[src/rtl/if_fetch.sv]
// if_fetch: single-outstanding instruction fetch FSM with redirect handling
module if_fetch #(
   parameter logic [63:0] RESET_PC = 64'h0000_0000_8000_0000
) (
   input  logic        clk,
   input  logic        rst,
   output logic        imem_req,
   output logic [63:0] imem_addr,
   input  logic        imem_gnt,
   input  logic        imem_rvalid,
   input  logic [31:0] imem_rdata,
   output logic        inst_valid,
   output logic [31:0] inst,
   output logic [63:0] inst_pc,
   input  logic        id_ready,
   input  logic        redirect_en,
   input  logic [63:0] redirect_pc
);
   typedef enum logic [2:0] {IDLE, REQ, WAIT, HOLD, DROP} state_t;
   state_t state, state_n;
   logic [63:0] pc, pc_n, inst_pc_n;
   logic [31:0] inst_n;
   assign imem_req = state == REQ;
   assign imem_addr = pc;
   assign inst_valid = state == HOLD;
   always_comb begin
      state_n = state;
      pc_n = pc;
      inst_n = inst;
      inst_pc_n = inst_pc;
      if (redirect_en) begin
         pc_n = redirect_pc & ~64'd3;
         // a granted request whose response is still owed must be drained in DROP
         state_n = (((state == WAIT || state == DROP) && !imem_rvalid) || (state == REQ && imem_gnt)) ? DROP : REQ;
      end else
         case (state)
            IDLE: state_n = REQ;
            REQ:  state_n = imem_gnt ? WAIT : REQ;
            WAIT: if (imem_rvalid) begin
               state_n = HOLD;
               inst_n = imem_rdata;
               inst_pc_n = pc;
               pc_n = pc + 64'd4;
            end
            HOLD: state_n = id_ready ? REQ : HOLD;
            DROP: state_n = imem_rvalid ? REQ : DROP;
            default: state_n = IDLE;
         endcase
   end
   always_ff @(posedge clk)
      if (rst) begin
         state <= IDLE;
         pc <= RESET_PC;
         inst <= 32'h0;
         inst_pc <= 64'h0;
      end else begin
         state <= state_n;
         pc <= pc_n;
         inst <= inst_n;
         inst_pc <= inst_pc_n;
      end
endmodule

[config.mk]
export PLATFORM = sky130hd
export DESIGN_NAME = if_fetch
export DESIGN_NICKNAME = d
export VERILOG_FILES = /design/src/rtl/if_fetch.sv
export SDC_FILE = /design/constraint.sdc
export NUM_CORES = 1
export LEC_CHECK = 0
export CAP_MARGIN = 20
export CORE_UTILIZATION = 40
export DETAILED_ROUTE_END_ITERATION = 6
export PLACE_DENSITY = 0.83
export SYNTH_ARGS = -nofsm -noshare
export SYNTH_HDL_FRONTEND = slang
export SYNTH_SLANG_ARGS = --single-unit
[constraint.sdc]
create_clock -name clk -period 3 [get_ports clk]
set_input_delay 0.45 -clock clk [delete_from_list [all_inputs] [get_ports clk]]
set_output_delay 0.45 -clock clk [all_outputs]
set_load 0.05 [all_outputs]
Yosys cells after proc, flatten, opt, wreduce, memory -nomap -nowiden --
Index checks and enable logic that the tools add are counted.
Operators by class: add/subtract/negate cells 1, eq/ne operators 5, mux-type cells 10, bitwise logic cells 1, reductions and logical operators 12
Operators by type and width (count):
- 64-bit 2-to-1 mux | 3
- 64-bit by 3-bit adder with 64-bit output, second input constant | 1
- 3-bit case mux with 5 select lines | 1
- 3-bit 2-to-1 mux | 4
- 3-bit by 2-bit == test with 1-bit output, second input constant | 2
- 2-bit 2-to-1 mux | 2
- 2-bit AND reduction | 2
- 2-bit nonzero test | 2
- 3-bit by 1-bit == test with 1-bit output, second input constant | 1
- 3-bit == test, second input constant | 1
- 3-bit logical NOT | 1
- 3-bit != test, second input constant | 1
- 3-bit AND reduction | 1
- 1-bit logical AND | 2
- 1-bit logical OR | 2
- 2-bit OR reduction | 1
- 1-bit logical NOT | 1
- 1-bit NOT | 1
Storage, ports and cells: register bits after elaboration 163, input port bits 102, output and inout bits 162, logic and storage cells 34

Logic depth before layout (Yosys ltp) --
Gate-level depths: netlist (run 1).
depth in word-level cells 6, mapped depth 8, gate-level depth less buffers 6

Worst setup path before layout (run 1) --
OpenSTA, ideal clock, no wires.
path type register to register, from register pc[2] (netlist: imem_addr[2]), to register pc[54] (netlist: imem_addr[54]), library setup time 91 ps, arrival time 2553 ps, required time 2909 ps, slack 356 ps, stages on the path, launching flop included 7, buffers on the path 0, clock period less this slack 2644 ps, path through dfxtp_1 > ha_1 > and4_1 > nand4_1 > or3_1 > or4_1 > a311oi_1
On the way: word-level cells in the longest chain between the ends 4
RTL lines:
- from (decl) | line 21 | logic [63:0] pc, pc_n, inst_pc_n;
- from (signal assigned) | line 58 | pc <= pc_n;
- 64-bit by 3-bit adder with 64-bit output | line 43 | pc_n = pc + 64'd4;
- 64-bit 2-to-1 mux | line 39 | WAIT: if (imem_rvalid) begin
- 64-bit 2-to-1 mux | line 36 | case (state)
- 64-bit 2-to-1 mux | line 31 | if (redirect_en) begin
No other way between the ends. The select of a mux whose other input is x is not followed. A chain may end at the register's enable or synchronous reset.

Worst setup path in the final report (run 1) --
from register pc[15] (netlist: imem_addr[15]), to register pc[32] (netlist: imem_addr[32])
Same word-level chain as after synthesis.

==> flow_metrics.py, run 1 <==
metrics = {
    "yosys": {
        "synth_compound_area_share_pct": 15.40,
        "synth_mux_area_share_pct": 0.8294,
        "synth_edf_count": 0,
        "synth_warnings": 0,
        "synth_top_family_by_area": "simple AND/OR/NAND/NOR gates",
        "ys_seq_area_share_pct": 43.06,
        "ys_types": 59,
        "async_flop_share_pct": 0,
        "syn_avg_cell_area_um2": 7.831,
        "synth_cells": 944,
        "synth-simple-area-share_pct": 31.57,
        "postSynthRegisterBits": 159,
        "synth_area_um2": 7392,
        "synth_flop_cell": "dfxtp_1",
        "synth_xor_area_share_pct": 3.910,
        "synth_fa_ha_area_share_pct": 0.1693,
    },
    "finish": {
        "multiInputGateArea_um2": 3865,
        "mostFrequentLayoutCells": "256 x clkdlybuf4s50_1, 229 x nand2_1, 159 x dfxtp_1",
        "diodes": 0,
        "fill_cells": 1585,
        "syn_to_final_growth_pct": 46.06,
        "drive_gt1_share_pct": 6.911,
        "regArea_um2": 3183,
        "nNetsFinal": 1294,
        "layout_commonest_cell": "clkdlybuf4s50_1",
        "fin_util_pct": 59.90,
        "design_area_um2": 10800,
    },
    "grt": {
        "grtUsageTotal_pct": 25.30,
        "overflow": 0,
        "grt_pass1_vias": 7310,
        "grt_pass1_wl_um": 37480,
        "grt_max_degree": 100,
        "antenna_found_initial": 0,
    },
    "clock_tree": {
        "numCtsBuffers": 17,
        "clk_path_buf_depth": 2,
        "cts_resized": 0,
        "cts_tree": "done",
        "clk_latency_ns": 0.42,
        "cts.sinks": 159,
        "cts_max_level": 4,
        "path_clk_slew_ns": 0.06,
        "cts_setup_buffers": 0,
        "cts_hold_buffers": 0,
        "root_buffer": "clkbuf_16",
    },
    "critical_path": {
        "critPathMaxStageDelay_ns": 0.72,
        "required_ns": 3.32,
        "cp_cell_sequence": "and4_1 -> nand4_1 -> or4_1 -> or3_1 -> a311oi_1",
        "crit_buf_inv": 0,
        "path_class": "reg -> reg",
        "worst_setup_path_end_kind": "register",
        "slowest_stage": "or4_1",
        "r2r_setup_slack_ns": 0.42,
        "arrival_ns": 2.90,
        "crit_family": "simple AND/OR/NAND/NOR gates",
        "crit_fanout": 8,
        "start_kind": "register",
    },
    "placed_design": {
        "dpl_cell_area_um2": 10240,
        "port_buffers": 257,
        "post-dp-hpwl_um": 17630,
        "gp_congestion": 0.8956,
    },
    "sta": {
        "grt_setup_unrepaired": "false",
        "slew_headroom_pct": 33.92,
        "setup_tns_ns": 0,
        "finalClockSkew_ns": 0.009693,
        "worst_pin_slew_ns": 0.9912,
        "fin_crit_sh_pct": 86.08,
        "fin_crit_ns": 2.582,
        "setup_viol": 0,
        "hold_viol_final": 0,
        "fin_hold_ws_ns": 0.4524,
        "slew_violations": 0,
        "max_freq_mhz": 387.3,
    },
    "route": {
        "ant_nets": 0,
        "drcViolationCount": 0,
        "vias": 7916,
        "drt_wl_total_um": 24600,
        "drt-initial-drc-count": 664,
        "vias_per_cell": 5.536,
        "avgRoutedWirePerCell_um": 17.20,
        "dr.pass1.iters": 5,
    },
    "floorplan": {
        "die_y_um": 137.9,
        "start_util_pct": 41.01,
        "ioPinCount": 264,
        "die-area_um2": 19030,
        "core_area_um2": 18020,
        "die_w_um": 137.9,
        "row_count": 49,
    },
    "status": {
        "status": "complete, no violations",
    },
    "pwr": {
        "p_per_area_nw_per_um2": 476.3,
        "power_leakage_nw": 3.539,
        "ir_drop_v": 0.0004018,
        "p_total_mw": 5.142,
    },
    "job": {
        "maxCapViolations": 0,
    },
    "min_path": {
        "hp-class": "reg -> reg",
    },
}
## cell usage after synthesis (all sizes together) (8+ instances only)
master	n	area, µm²
dfxtp	159	3183
o31ai	11	82.58
xor2	10	87.58
clkbuf	59	251.5
nand3	25	130.1
or4	15	112.6
nor3b	8	60.06
or3	18	122.6
a21oi	108	540.5
a311oi	17	148.9
and4	12	106.4
o21ai	10	50.05
buf	14	86.34
nor2	66	247.7
and3	10	62.56
nand2	230	863.3
nor4	17	121.4
nand4	40	271.5
xnor2	23	201.4
nor3	14	70.07
a211oi	27	202.7
## flip-flops by register name (all words and copies together) (netlist names)
name	cells
imem_addr	62
inst_pc	62
inst	32
state	3
## logic make-up (layout without fill, tap and decap cells)
kind of cell / count (synthesis) / after routing
compound gates: 187 / 187
xor+xnor: 33 / 33
fa+ha+maj: 1 / 1
buf+inv: 80 / 334
flops: 159 / 159
mux: 6 / 6
other cells: 1 / 4
simple gates: 477 / 477
## report_power, final
| group | switching, mW | internal, mW | total, mW |
|---|---|---|---|
| clock network | 0.848 | 1.26 | 2.10 |
| logic | 0.447 | 0.319 | 0.766 |
| registers | 0.0972 | 2.18 | 2.27 |
| total | 1.39 | 3.75 | 5.14 |
## worst paths after layout
kind / cells after the start / to / start
max: 5 / imem_addr[32] / imem_addr[15]
min: 2 / inst_pc[62] / inst_pc[62]
max reg2reg: 5 / imem_addr[32] / imem_addr[15]
min reg2reg: 2 / inst_pc[62] / inst_pc[62]
## cell type report
type	count	area share [%]
multi-input cells	708	35.80
flip-flops and latches	159	29.48
repair buffers	299	26.72
clock buffers	23	4.334
well taps	229	2.654
clock inverters	6	0.7996
inverters	6	0.2086
## tightest hold or removal path, delay by kind of cell (launching register included)
kind / cells / cell delay, ns
flops: 1 / 0.31
simple gates: 1 / 0.05
compound gates: 1 / 0.05
## stage by stage
step                      cells  setup WS [ns]
after floorplan             947         0.3559
after global placement     1401         0.2252
after detailed placement   1401         0.1845
after CTS                  1430         0.4396
after global routing       1430         0.2026
final                      1430         0.4177
## layer usage
layer | routed length (µm) | GRT usage, %
met5 | 0 | 0
met3 | 2157 | 7.749
met2 | 11730 | 41.28
met4 | 504 | 8.575
met1 | 10210 | 31.49
Note: power is estimated with default switching activity, not from simulation.
==> run 2, diff against run 1 <==
--- a/config.mk
+++ b/config.mk
@@ -9,6 +9,7 @@
 export CORE_UTILIZATION = 40
 export DETAILED_ROUTE_END_ITERATION = 6
 export PLACE_DENSITY = 0.83
+export SKIP_LAST_GASP = 1
 export SYNTH_ARGS = -nofsm -noshare
 export SYNTH_HDL_FRONTEND = slang
 export SYNTH_SLANG_ARGS = --single-unit
==> results of run 2 <==
No change in the layout: final DEF, timing and power equal those of run 1.
